<file path="src/rtl/if_prefetch.sv">
// if_prefetch: fetch unit that holds the PC, issues pipelined requests to a
// variable-latency instruction memory and queues the returned words for id.
// Optional feature macro: IF_PREFETCH_BYPASS_EN (same-cycle bypass when the queue is empty).
module if_prefetch #(
    parameter int unsigned       ADDR_W     = 32,
    parameter int unsigned       INST_W     = 32,
    parameter int unsigned       DEPTH      = 4,
    parameter int unsigned       MAX_OUT    = 2,
    parameter logic [ADDR_W-1:0] RESET_ADDR = '0
) (
    input  logic              clk,
    input  logic              rst,
    input  logic              jump_flag_i,
    input  logic [ADDR_W-1:0] jump_addr_i,
    input  logic              hold_flag_i,
    output logic              imem_req_o,
    output logic [ADDR_W-1:0] imem_addr_o,
    input  logic              imem_gnt_i,
    input  logic              imem_rvalid_i,
    input  logic [INST_W-1:0] imem_rdata_i,
    output logic [INST_W-1:0] inst_o,
    output logic [ADDR_W-1:0] inst_addr_o,
    output logic              inst_valid_o
);

    localparam int unsigned PTR_W = (DEPTH > 1) ? $clog2(DEPTH) : 1;
    localparam int unsigned CNT_W = $clog2(DEPTH + 1);
    localparam int unsigned OUT_W = $clog2(MAX_OUT + 1);
    localparam int unsigned FP_W  = (MAX_OUT > 1) ? $clog2(MAX_OUT) : 1;
    localparam int unsigned SUM_W = CNT_W + 1;
    localparam logic [INST_W-1:0] INST_NOP = INST_W'(32'h0000_0013);

    logic [ADDR_W-1:0] pc_q, pc_d;
    logic [CNT_W-1:0]  count_q, count_d;
    logic [PTR_W-1:0]  rd_ptr_q, rd_ptr_d, wr_ptr_q, wr_ptr_d;
    logic [OUT_W-1:0]  out_q, out_d, drop_q, drop_d;
    logic [FP_W-1:0]   fl_rd_q, fl_rd_d, fl_wr_q, fl_wr_d;

    logic [INST_W-1:0] q_inst_q [DEPTH];
    logic [ADDR_W-1:0] q_addr_q [DEPTH];
    logic [ADDR_W-1:0] fl_addr_q [MAX_OUT];

    logic [SUM_W-1:0]  used_c;
    logic              fire_c, keep_c, head_valid_c, byp_c, pop_c, push_c;

    // Wrap an in-flight FIFO pointer; MAX_OUT need not be a power of two.
    function automatic logic [FP_W-1:0] fl_inc(input logic [FP_W-1:0] p);
        return (p == FP_W'(MAX_OUT - 1)) ? '0 : p + FP_W'(1);
    endfunction

    // Request issue, response classification and head presentation.
    always_comb begin
        imem_req_o   = 1'b0;
        imem_addr_o  = pc_q;
        inst_o       = INST_NOP;
        inst_addr_o  = '0;
        inst_valid_o = 1'b0;
        byp_c        = 1'b0;

        // Queue slots already promised to outstanding, non-dropped requests count as used.
        used_c = SUM_W'(count_q) + SUM_W'(out_q) - SUM_W'(drop_q);
        imem_req_o = !rst && !jump_flag_i && (used_c < SUM_W'(DEPTH))
                     && (out_q < OUT_W'(MAX_OUT));
        fire_c = imem_req_o && imem_gnt_i;

        keep_c       = !rst && imem_rvalid_i && !jump_flag_i && (drop_q == '0);
        head_valid_c = !rst && (count_q != '0);
`ifdef IF_PREFETCH_BYPASS_EN
        byp_c = keep_c && (count_q == '0);
`endif
        inst_valid_o = head_valid_c || byp_c;
        if (head_valid_c) begin
            inst_o      = q_inst_q[rd_ptr_q];
            inst_addr_o = q_addr_q[rd_ptr_q];
        end else if (byp_c) begin
            inst_o      = imem_rdata_i;
            inst_addr_o = fl_addr_q[fl_rd_q];
        end

        // A bypassed word that id takes immediately never enters the queue.
        pop_c  = head_valid_c && !hold_flag_i && !jump_flag_i;
        push_c = keep_c && !(byp_c && !hold_flag_i);
    end

    // Next-state for PC, queue pointers and request bookkeeping.
    always_comb begin
        pc_d     = pc_q;
        count_d  = count_q;
        rd_ptr_d = rd_ptr_q;
        wr_ptr_d = wr_ptr_q;
        out_d    = out_q + OUT_W'(fire_c) - OUT_W'(imem_rvalid_i);
        drop_d   = drop_q;
        fl_rd_d  = fl_rd_q;
        fl_wr_d  = fl_wr_q;

        if (jump_flag_i) begin
            // Everything still in flight belongs to the old stream.
            pc_d     = jump_addr_i;
            count_d  = '0;
            rd_ptr_d = '0;
            wr_ptr_d = '0;
            drop_d   = out_d;
            fl_rd_d  = '0;
            fl_wr_d  = '0;
        end else begin
            if (fire_c) begin
                pc_d    = pc_q + ADDR_W'(4);
                fl_wr_d = fl_inc(fl_wr_q);
            end
            if (imem_rvalid_i && (drop_q != '0)) begin
                drop_d = drop_q - OUT_W'(1);
            end
            if (keep_c) begin
                fl_rd_d = fl_inc(fl_rd_q);
            end
            if (push_c) begin
                wr_ptr_d = wr_ptr_q + PTR_W'(1);
            end
            if (pop_c) begin
                rd_ptr_d = rd_ptr_q + PTR_W'(1);
            end
            count_d = count_q + CNT_W'(push_c) - CNT_W'(pop_c);
        end
    end

    // Control state registers with synchronous reset.
    always_ff @(posedge clk) begin
        if (rst) begin
            pc_q     <= RESET_ADDR;
            count_q  <= '0;
            rd_ptr_q <= '0;
            wr_ptr_q <= '0;
            out_q    <= '0;
            drop_q   <= '0;
            fl_rd_q  <= '0;
            fl_wr_q  <= '0;
        end else begin
            pc_q     <= pc_d;
            count_q  <= count_d;
            rd_ptr_q <= rd_ptr_d;
            wr_ptr_q <= wr_ptr_d;
            out_q    <= out_d;
            drop_q   <= drop_d;
            fl_rd_q  <= fl_rd_d;
            fl_wr_q  <= fl_wr_d;
        end
    end

    // Data storage; contents are only meaningful behind the valid pointers.
    always_ff @(posedge clk) begin
        if (push_c) begin
            q_inst_q[wr_ptr_q] <= imem_rdata_i;
            q_addr_q[wr_ptr_q] <= fl_addr_q[fl_rd_q];
        end
        if (fire_c) begin
            fl_addr_q[fl_wr_q] <= pc_q;
        end
    end

endmodule
</file>
<file path="config.mk">
export PLATFORM = sky130hd
export DESIGN_NAME = if_prefetch
export DESIGN_NICKNAME = d
export VERILOG_FILES = /design/src/rtl/if_prefetch.sv
export SDC_FILE = /design/constraint.sdc
export NUM_CORES = 1
export LEC_CHECK = 0
export CAP_MARGIN = 20
export CORE_MARGIN = 2
export CORE_UTILIZATION = 49
export CTS_CLUSTER_SIZE = 40
export DETAILED_ROUTE_END_ITERATION = 16
export GPL_ROUTABILITY_DRIVEN = 0
export PLACE_DENSITY = 0.73
export SYNTH_ARGS = -nofsm -noshare
export SYNTH_HDL_FRONTEND = slang
export SYNTH_SLANG_ARGS = --single-unit
</file>
<file path="constraint.sdc">
create_clock -name clk -period 9.3 [get_ports clk]
set_input_delay 1.86 -clock clk [delete_from_list [all_inputs] [get_ports clk]]
set_output_delay 1.86 -clock clk [all_outputs]
set_load 0.05 [all_outputs]
</file>
==> results of run 1 <==
-- cell usage after synthesis (4+ instances only) --
cell / number
sky130_fd_sc_hd__buf_1: 5
sky130_fd_sc_hd__edfxtp_1: 320
sky130_fd_sc_hd__clkbuf_1: 24
sky130_fd_sc_hd__a22oi_1: 6
sky130_fd_sc_hd__nand4b_1: 5
sky130_fd_sc_hd__nand4_1: 10
sky130_fd_sc_hd__inv_1: 21
sky130_fd_sc_hd__nand3_1: 13
sky130_fd_sc_hd__a21oi_1: 20
sky130_fd_sc_hd__or3_1: 5
sky130_fd_sc_hd__and2_1: 69
sky130_fd_sc_hd__mux4_2: 64
sky130_fd_sc_hd__and3_1: 4
sky130_fd_sc_hd__buf_2: 12
sky130_fd_sc_hd__o21ai_0: 13
sky130_fd_sc_hd__a31oi_1: 15
sky130_fd_sc_hd__and4_1: 5
sky130_fd_sc_hd__nand2_1: 32
sky130_fd_sc_hd__a221oi_1: 4
sky130_fd_sc_hd__mux2_2: 32
sky130_fd_sc_hd__nor2_1: 38
sky130_fd_sc_hd__nor3_1: 8
sky130_fd_sc_hd__dfxtp_1: 48
sky130_fd_sc_hd__ha_1: 13
sky130_fd_sc_hd__xnor2_1: 10
sky130_fd_sc_hd__xor2_1: 4
-- flip-flops by register name (all words and copies together), names as in the netlist, 2 cells and up, named ones only --
register / count
rd_ptr_q: 2
out_q: 2
count_q: 3
drop_q: 2
fl_addr_q: 64
q_addr_q: 128
q_inst_q: 128
imem_addr_o: 32
wr_ptr_q: 2
-- worst max-delay path by stage --
stage,start,to,slack (ns),depth (start not counted)
finish,rst,inst_addr_o[1],3.10,6
detailed placement,rst,inst_addr_o[1],3.09,6
floorplan,rst,imem_req_o,4.15,3
CTS,rst,inst_addr_o[1],3.07,6
global route,rst,inst_addr_o[1],2.96,6
global placement,rst,inst_addr_o[30],3.13,6
-- critical path, delay by kind of cell --
family	cells	cell delay (ns)
simple gates	2	0.49
buf+inv	4	1.93
-- stage by stage --
step / utilization / cells / hold WS (ns) / total power, mW
floorplan: - / 840 / 0.4692 / 2.060
global placement: 0.5661 / 1363 / 0.4720 / 2.160
detailed placement: 0.5661 / 1363 / 0.4828 / 2.167
CTS: 0.6096 / 1431 / 0.4811 / 3.703
global route: 0.6103 / 1432 / 0.5086 / 3.796
finish: 0.6103 / 1432 / 0.4835 / 3.671
-- per-layer routing --
metal	GRT usage	share of wire
met4	0.04855	0.015
met3	0.03544	0.062
met5	0	0
met1	0.2776	0.44
met2	0.3099	0.48
-- area by class of cell --
class	instances	area, um2	area share
Sequential cell	368	10580	0.5879
Multi-Input combinational cell	408	3809	0.2117
Timing Repair Buffer	176	1752	0.09736
Clock buffer	48	1050	0.05834
Tap cell	390	488.0	0.02712
Clock inverter	20	234.0	0.01300
Inverter	22	82.58	0.004590
-- cells in the final DEF (no fill, tap or decap), types with 10 or more instances in the layout --
cell type                           n
sky130_fd_sc_hd__clkdlybuf4s50_1  167
sky130_fd_sc_hd__o21ai_0           13
sky130_fd_sc_hd__ha_1              13
sky130_fd_sc_hd__nand4_1           10
sky130_fd_sc_hd__a31oi_1           15
sky130_fd_sc_hd__clkbuf_16         39
sky130_fd_sc_hd__a21oi_1           20
sky130_fd_sc_hd__nand3_1           13
sky130_fd_sc_hd__edfxtp_1         320
sky130_fd_sc_hd__and2_1            65
sky130_fd_sc_hd__nor2_1            36
sky130_fd_sc_hd__xnor2_1           10
sky130_fd_sc_hd__mux2_2            32
sky130_fd_sc_hd__mux4_2            64
sky130_fd_sc_hd__inv_1             21
sky130_fd_sc_hd__dfxtp_1           46
sky130_fd_sc_hd__nand2_1           32
-- kinds of logic (layout without fill, tap and decap cells) --
kind of cell | after synthesis | after routing
mux | 99 | 99
compound gates | 75 | 75
flops | 368 | 368
fa+ha+maj | 15 | 15
xor+xnor | 14 | 14
simple gates | 205 | 205
buf+inv | 64 | 266
-- power groups by stage --
stage	clock network (mW)	logic (mW)	registers, mW
after detailed placement	0	0.260	1.91
after floorplan	0	0.134	1.93
final	1.54	0.260	1.87
after global routing	1.64	0.284	1.87
after CTS	1.57	0.262	1.87
after global placement	0	0.256	1.90
==> flow_summary.json, run 1 <==
{
  "status": "complete, no violations",
  "total_leakage_power_nw": 5.754,
  "synth_top_area_cell": "sky130_fd_sc_hd__edfxtp_1",
  "via_density_per_instance": 5.557,
  "rr_endpoint": "drop_q[1]$_SDFFE_PP0P_",
  "netlist_top_cells_area": "sky130_fd_sc_hd__edfxtp_1 (66%), sky130_fd_sc_hd__mux4_2 (9.9%), sky130_fd_sc_hd__dfxtp_1 (6.6%)",
  "initial_drc_count": 675,
  "initial_utilization": 0.4958,
  "worst_hold_startpoint": "imem_addr_o[0]$_SDFFE_PP0P_",
  "main_combinational_cell_family_by_area_after_synthesis": "multiplexers",
  "vias": 7957,
  "critPathLaunchType": "primary input",
  "worst-setup-path-type": "primary input to output port",
  "power.internal_mw": 2.889,
  "synthSimpleGateAreaFrac": 0.07815,
  "power.net_switching_mw": 0.7817,
  "report.final.hold_viol_count": 0,
  "die_area_um2": 31230,
  "comb_power_share": 0.071,
  "timing.hold.worst_endpoint": "fl_addr_q[0][0]$_DFFE_PP_",
  "synthDistinctLibCells": 54,
  "max_cap_violations": 0,
  "rows": 63,
  "critPathMaxStageDelay_ns": 0.81,
  "post_route_cells_drive_above_1_share": 0.1699,
  "p_seq_frac": 0.510,
  "tritoncts": "yes",
  "cts-htree-levels": 2,
  "die_w_um": 176.7,
  "cell_at_the_root_of_the_clock_tree": "sky130_fd_sc_hd__clkbuf_16",
  "crit_path_max_fanout": 50,
  "synth.net_count": 925,
  "crit_path_top_delay_cell": "sky130_fd_sc_hd__clkdlybuf4s50_1",
  "crit_required_ns": 7.44,
  "clock-skew-final_ns": 0.02323,
  "synthesis.area_um2": 14620,
  "antenna_violation_net_count_after_detailed_routing": 0,
  "final_cell_area_um2": 17990,
  "hold_path_class": "flop to flop",
  "post_synthesis_compound_gate_area_fraction": 0.03304,
  "grt_pass1_vias": 8065,
  "core_region_area_um2": 29480,
  "clock_sink_count": 368,
  "port_buffers": 167,
  "worst_setup_hold_path_clk_slew_ns": 0.06,
  "endpoint_kind": "output port",
  "fmaxAchievable_mhz": 161.2,
  "timing.rr.start": "count_q[1]$_SDFF_PP0_",
  "floorplan.io_pins": 168,
  "dr.pass1.iters": 6,
  "grtUsageTotal": 0.1935,
  "pin_count_of_the_biggest_net_entering_global_routing": 65,
  "timing.critical_path.cells": "clkdlybuf4s50_1, buf_4, nor2_4, buf_4, and2_1, clkdlybuf4s50_1",
  "dp_worst_setup_slack_ns": 3.088,
  "cts_made_buffers": 38,
  "reg2reg_slack_ns": 5.35,
  "synth-xor-area-share": 0.008389,
  "tightestPinTransition_ns": 1.065,
  "synth-main-ff-cell": "sky130_fd_sc_hd__edfxtp_1",
  "irDropWorstVdd_uv": 141.5,
  "drc_errors": 0,
  "synth_area_per_cell_um2": 17.40,
  "antennaDiodeCount": 0,
  "grt.overflow.total": 0,
  "arrival_time_at_the_worst_endpoint_ns": 4.34,
  "clk_latency_ns": 0.52,
  "grt_first_pass_wirelength_um": 45920,
  "ys_seq_elements": 368,
  "reg2regPathDepth": 17,
  "num-nets-final": 1099,
  "powerDensity_nw_per_um2": 204.0,
  "ys_seq_area_frac": 0.7232,
  "cts-hold-fix-buffers": 0,
  "power.share.clock": 0.419,
  "synth_mux_area_frac": 0.1254,
  "syn_inst": 840,
  "chipHeight_um": 176.7,
  "totalWireLength_um": 29620,
  "fin_crit_ns": 6.204,
  "ys.warnings.count": 0,
  "holdPathStages": 0,
  "final_critical_path_setup_slack_ns": 3.096,
  "cts.repair_timing.setup_buffer_count": 0,
  "power_switching_share": 0.2130,
  "final_max_slew_viol_count": 0,
  "placed_cell_area_um2": 16690,
  "drt-wirelength-per-cell_um": 20.68,
  "slew_margin_rel": 0.2898,
  "antenna_found_initial": 0,
  "layout-area-overhead-vs-synth_pct": 23.10,
  "synth_fa_ha_area_frac": 0.01387,
  "post-dp-hpwl_um": 17220,
  "ctsResizeCount": 0,
  "netlist.area_leader.share": 0.6574,
  "min_period_over_period": 0.6671,
  "final.setup.tns_ns": 0,
  "synth-edff-count": 320,
  "cts_max_path_bufs": 3,
  "nFillCells": 2179,
  "final-setup-viol-count": 0,
  "rsz_0062_raised_after_global_routing": "false",
  "asyncSetResetFlopFracSynth": 0
}
No activity file was read; power rests on OpenSTA's default activity.
==> inputs of run 2 (changes only) <==
- PLACE_DENSITY: 0.73 -> 0.76
- clock period: 9.3 -> 5.01 ns (I/O delays scaled with it)
==> flow_summary.json, run 2 (synthesis gave the netlist of run 1 again) <==
{
  "antenna_found_initial": 1,
  "power.internal_mw": 5.053,
  "placed_cell_area_um2": 16740,
  "hold_path_class": "flop to flop",
  "comb_power_share": 0.075,
  "timing.critical_path.cells": "buf_4, mux4_2, and2_1, clkdlybuf4s50_1",
  "p_seq_frac": 0.539,
  "seq_area_um2": 10580,
  "fmaxAchievable_mhz": 245.7,
  "worst_setup_hold_path_clk_slew_ns": 0.06,
  "power.share.clock": 0.386,
  "ctsResizeCount": 0,
  "layout.cells.most_common": "sky130_fd_sc_hd__edfxtp_1",
  "grtUsageTotal": 0.1929,
  "grt.overflow.total": 0,
  "layoutNonFillerInstCount": 1429,
  "place.detailed.instances": 1368,
  "initial_utilization": 0.4958,
  "crit_path_top_delay_cell": "sky130_fd_sc_hd__clkdlybuf4s50_1",
  "cts-htree-levels": 2,
  "layout.cells.most_common_list": "sky130_fd_sc_hd__edfxtp_1 (320), sky130_fd_sc_hd__clkdlybuf4s50_1 (165), sky130_fd_sc_hd__and2_1 (65), sky130_fd_sc_hd__mux4_2 (64), sky130_fd_sc_hd__dfxtp_1 (46)",
  "antenna_violation_net_count_after_detailed_routing": 0,
  "post_route_cells_drive_above_1_share": 0.1646,
  "final-setup-viol-count": 0,
  "clock-skew-final_ns": 0.01152,
  "tightestPinTransition_ns": 1.061,
  "arrival_time_at_the_worst_endpoint_ns": 3.07,
  "tritoncts": "yes",
  "powerDensity_nw_per_um2": 362.0,
  "pin_count_of_the_biggest_net_entering_global_routing": 65,
  "worst_path_dominant_cell_family": "buffers and inverters",
  "die_w_um": 176.7,
  "totalWireLength_um": 29990,
  "power_switching_share": 0.2165,
  "crit_path_max_fanout": 24,
  "cell_at_the_root_of_the_clock_tree": "sky130_fd_sc_hd__clkbuf_16",
  "cts_made_buffers": 37,
  "vias": 7995,
  "cts_max_path_bufs": 3,
  "final_cell_area_um2": 17820,
  "hold_slack_ns": 0.5070,
  "port_buffers": 167,
  "nFillCells": 2199,
  "core_region_area_um2": 29480,
  "cts.repair_timing.setup_buffer_count": 0,
  "grt_first_pass_wirelength_um": 45380,
  "antennaDiodeCount": 0,
  "die_area_um2": 31230,
  "floorplan.io_pins": 168,
  "initial_drc_count": 765,
  "final_max_slew_viol_count": 0,
  "drt-wirelength-per-cell_um": 20.98,
  "endpoint_kind": "output port",
  "grt_pass1_vias": 7855,
  "clk_latency_ns": 0.50,
  "slew_margin_rel": 0.2929,
  "fin_crit_ns": 4.069,
  "critPathLaunchType": "flop",
  "status": "complete, no violations",
  "report.final.hold_viol_count": 0,
  "cts-hold-fix-buffers": 0,
  "dr.pass1.iters": 6,
  "rows": 63,
  "power.net_switching_mw": 1.396,
  "multi_input_comb_area_um2": 3809,
  "worst-setup-path-type": "flop to output port",
  "reg.largest.list": "q_addr_q (128), q_inst_q (128), fl_addr_q (64)",
  "critPathMaxStageDelay_ns": 0.69,
  "num-nets-final": 1102,
  "chipHeight_um": 176.7,
  "layout-area-overhead-vs-synth_pct": 21.90,
  "via_density_per_instance": 5.595,
  "drc_errors": 0,
  "crit_required_ns": 4.01,
  "post-dp-hpwl_um": 17710,
  "max_cap_violations": 0,
  "wp_buf_inv": 2,
  "rsz_0062_raised_after_global_routing": "false",
  "final.setup.tns_ns": 0,
  "clock_sink_count": 368,
  "postLayoutCoreUtil": 0.6044,
  "irDropWorstVdd_uv": 238.4,
  "total_leakage_power_nw": 5.674,
  "min_period_over_period": 0.8122
}
## run 2: path summary, 6_finish.rpt
path                    startpoint                endpoint  slack [ns]  cells after the start
max reg2reg  count_q[1]$_SDFF_PP0_  drop_q[1]$_SDFFE_PP0P_        1.41                     16
max                           flop          inst_addr_o[9]        0.94                      4
min reg2reg   fl_rd_q$_SDFFE_PP0P_    fl_rd_q$_SDFFE_PP0P_        0.51                      2
min           fl_rd_q$_SDFFE_PP0P_    fl_rd_q$_SDFFE_PP0P_        0.51                      2
## run 2: stage by stage
stage	worst slack (ns)	power (mW)
2_1_floorplan	0.9719	3.823
3_3_place_gp	1.076	4.011
3_5_place_dp	1.098	4.024
4_1_cts	0.8526	6.508
5_1_grt	0.7563	6.658
6_report	0.9408	6.449
## run 2: cell type report
cell class / count / share of cell area
clock buffer: 50 / 0.05583
clock inverter: 11 / 0.004424
inverter: 22 / 0.004635
multi-input combinational: 408 / 0.2138
sequential: 368 / 0.5937
tap: 390 / 0.02739
timing repair buffer: 180 / 0.1003
## run 2: layer usage
metal,global-route usage,wire [um]
met4,0.05716,716
met2,0.3053,14100
met3,0.03737,2162
met5,0,12
met1,0.2746,12990
## run 2: worst register-to-register path, cell delays in order, from the launching register on
cell and delay, ns:
sky130_fd_sc_hd__dfxtp_1 0.43, sky130_fd_sc_hd__inv_1 0.09, sky130_fd_sc_hd__fa_1 0.55, sky130_fd_sc_hd__inv_1 0.05, sky130_fd_sc_hd__ha_1 0.27, sky130_fd_sc_hd__and3b_1 0.20, sky130_fd_sc_hd__nor4_2 0.39, sky130_fd_sc_hd__o21a_1 0.20
sky130_fd_sc_hd__inv_2 0.20, sky130_fd_sc_hd__ha_1 0.35, sky130_fd_sc_hd__inv_1 0.04, sky130_fd_sc_hd__ha_1 0.17, sky130_fd_sc_hd__xnor2_1 0.17, sky130_fd_sc_hd__xnor2_1 0.13, sky130_fd_sc_hd__nor2_1 0.07, sky130_fd_sc_hd__nand2_1 0.08
sky130_fd_sc_hd__o21ai_0 0.08
## run 2: power by group through the flow
stage          Clock, mW  Combinational [mW]  Sequential (mW)
6_report            2.49               0.484             3.48
5_1_grt             2.65               0.524             3.48
4_1_cts             2.55               0.486             3.48
3_5_place_dp           0               0.483             3.54
3_3_place_gp           0               0.474             3.54
2_1_floorplan          0               0.249             3.57
==> inputs of run 3 (changes only) <==
- clock period: 5.01 -> 3.7 ns (I/O delays scaled with it)
==> flow_summary.json, run 3 (synthesis gave the netlist of run 1 again) <==
{
  "status": "complete, no violations",
  "p_seq_frac": 0.530,
  "placed_cell_area_um2": 17560,
  "totalWireLength_um": 29890,
  "drt-wirelength-per-cell_um": 20.58,
  "cts-hold-fix-buffers": 0,
  "num-nets-final": 1122,
  "vias": 8111,
  "hold_path_class": "flop to flop",
  "clock_sink_count": 368,
  "post_route_cells_drive_above_1_share": 0.2498,
  "post-dp-hpwl_um": 18980,
  "fin_crit_ns": 3.617,
  "worst-setup-path-type": "flop to output port",
  "via_density_per_instance": 5.586,
  "chipHeight_um": 176.7,
  "initial_utilization": 0.4958,
  "cts-htree-levels": 2,
  "postLayoutCoreUtil": 0.6361,
  "antenna_found_initial": 0,
  "crit_required_ns": 2.96,
  "power.net_switching_mw": 1.910,
  "timing.critical_path.cells": "inv_4, fa_1, inv_1, ha_1, and3b_2, nor4_4, nor2_1, nor3_2, clkbuf_16",
  "final.setup.tns_ns": 0,
  "report.final.hold_viol_count": 0,
  "final-setup-viol-count": 0,
  "initial_drc_count": 781,
  "arrival_time_at_the_worst_endpoint_ns": 2.88,
  "crit_path_max_fanout": 3,
  "rsz_0062_raised_after_global_routing": "true",
  "antenna_violation_net_count_after_detailed_routing": 0,
  "final_max_slew_viol_count": 0,
  "slew_margin_rel": 0.6049,
  "grt.overflow.total": 0,
  "grtUsageTotal": 0.1945,
  "endpoint_kind": "output port",
  "layout.cells.most_common": "sky130_fd_sc_hd__edfxtp_1",
  "layout-area-overhead-vs-synth_pct": 28.29,
  "tightestPinTransition_ns": 0.5926,
  "seq_area_um2": 10590,
  "power.internal_mw": 6.966,
  "power.share.clock": 0.389,
  "die_w_um": 176.7,
  "final_cell_area_um2": 18750,
  "rows": 63,
  "die_area_um2": 31230,
  "hold_slack_ns": 0.4851,
  "reg.largest.list": "q_addr_q (128), q_inst_q (128), fl_addr_q (64)",
  "port_buffers": 167,
  "cell_at_the_root_of_the_clock_tree": "sky130_fd_sc_hd__clkbuf_16",
  "fmaxAchievable_mhz": 276.5,
  "grt_pass1_vias": 8093,
  "powerDensity_nw_per_um2": 473.3,
  "critPathLaunchType": "flop",
  "grt_first_pass_wirelength_um": 46310,
  "cts_made_buffers": 36,
  "critPathMaxStageDelay_ns": 0.53,
  "clk_latency_ns": 0.50,
  "crit_path_top_delay_cell": "sky130_fd_sc_hd__fa_1",
  "dr.pass1.iters": 6,
  "power_switching_share": 0.2152,
  "pin_count_of_the_biggest_net_entering_global_routing": 40,
  "multi_input_comb_area_um2": 3824,
  "clock-skew-final_ns": 0.009227,
  "drc_errors": 0,
  "cts_max_path_bufs": 3,
  "irDropWorstVdd_uv": 383.4,
  "min_period_over_period": 0.9775,
  "core_region_area_um2": 29480,
  "layout.cells.most_common_list": "sky130_fd_sc_hd__edfxtp_1 (320), sky130_fd_sc_hd__clkdlybuf4s50_1 (101), sky130_fd_sc_hd__buf_12 (70), sky130_fd_sc_hd__and2_1 (65), sky130_fd_sc_hd__mux4_2 (64)",
  "nFillCells": 2043,
  "tritoncts": "yes",
  "total_leakage_power_nw": 6.134,
  "totalPowerFinal_mw": 8.876,
  "worst_setup_hold_path_clk_slew_ns": 0.06,
  "comb_power_share": 0.081,
  "floorplan.io_pins": 168,
  "max_cap_violations": 0
}
-- run 3: changes by cell type in the layout (fill, tap and decap cells not counted), moves of 2 or more --
| cell | change |
|---|---|
| sky130_fd_sc_hd__buf_12 | +68 |
| sky130_fd_sc_hd__clkdlybuf4s50_1 | -64 |
| sky130_fd_sc_hd__buf_4 | +16 |
| sky130_fd_sc_hd__clkbuf_1 | -5 |
| sky130_fd_sc_hd__clkinv_2 | +3 |
| sky130_fd_sc_hd__clkinv_1 | +2 |
| sky130_fd_sc_hd__clkinvlp_4 | -2 |
| sky130_fd_sc_hd__dfxtp_1 | -2 |
| sky130_fd_sc_hd__dfxtp_4 | +2 |
-- run 3: path summary, 6_finish.rpt --
| kind | slack (ns) | to | cells past startpoint | from |
|---|---|---|---|---|
| worst max-delay path | 0.08 | imem_req_o | 9 | out_q[1]$_SDFF_PP0_ |
| worst min-delay path | 0.49 | fl_addr_q[1][1]$_DFFE_PP_ | 0 | imem_addr_o[1]$_SDFFE_PP0P_ |
| worst max register to register | 0.53 | drop_q[1]$_SDFFE_PP0P_ | 16 | out_q[1]$_SDFF_PP0_ |
| worst min register to register | 0.49 | fl_addr_q[1][1]$_DFFE_PP_ | 0 | imem_addr_o[1]$_SDFFE_PP0P_ |
-- run 3: critical path: cells and delay by family, from the launching register on --
kind | cells | cell delay, ns
flops | 1 | 0.36
buf+inv | 3 | 0.29
simple gates | 4 | 0.94
fa+ha+maj | 2 | 0.79
-- run 3: repair_timing --
item / in CTS / in global routing
endpoints found under the setup margin: 1 / 1
pin swaps: 0 / 6
gates resized for setup: 1 / 9
setup buffers: 0 / 5
-- run 3: final cells by class --
class / count / share of cell area
diodes: 1 / 0.0001334
clock buffers: 46 / 0.05278
clock inverters: 16 / 0.006672
inverters: 22 / 0.004537
multi-input cells: 408 / 0.2039
flip-flops and latches: 368 / 0.5645
well taps: 390 / 0.02602
repair buffers: 201 / 0.1415
-- run 3: stage by stage --
step	setup WS, ns	std cells
floorplan	0.08851	840
detailed placement	0.3905	1383
CTS	0.01187	1445
global placement	0.5006	1383
finish	0.08328	1452
global route	-0.01088	1451
-- run 3: power by group through the flow --
stage | logic (mW) | registers, mW | clock network (mW)
2_1_floorplan | 0.337 | 4.84 | 0
3_3_place_gp | 0.681 | 4.78 | 0
3_5_place_dp | 0.696 | 4.79 | 0
4_1_cts | 0.703 | 4.70 | 3.52
5_1_grt | 0.774 | 4.71 | 3.68
6_report | 0.718 | 4.71 | 3.45
-- run 3: per-layer routing --
| metal | vias to the layer above | track usage | share of wire |
|---|---|---|---|
| met2 | 333 | 0.3229 | 0.50 |
| met4 | 0 | 0.04304 | 0.014 |
| li1 | 3682 | - | - |
| met5 | - | 0 | 0 |
| met3 | 35 | 0.03479 | 0.065 |
| met1 | 4061 | 0.2714 | 0.43 |
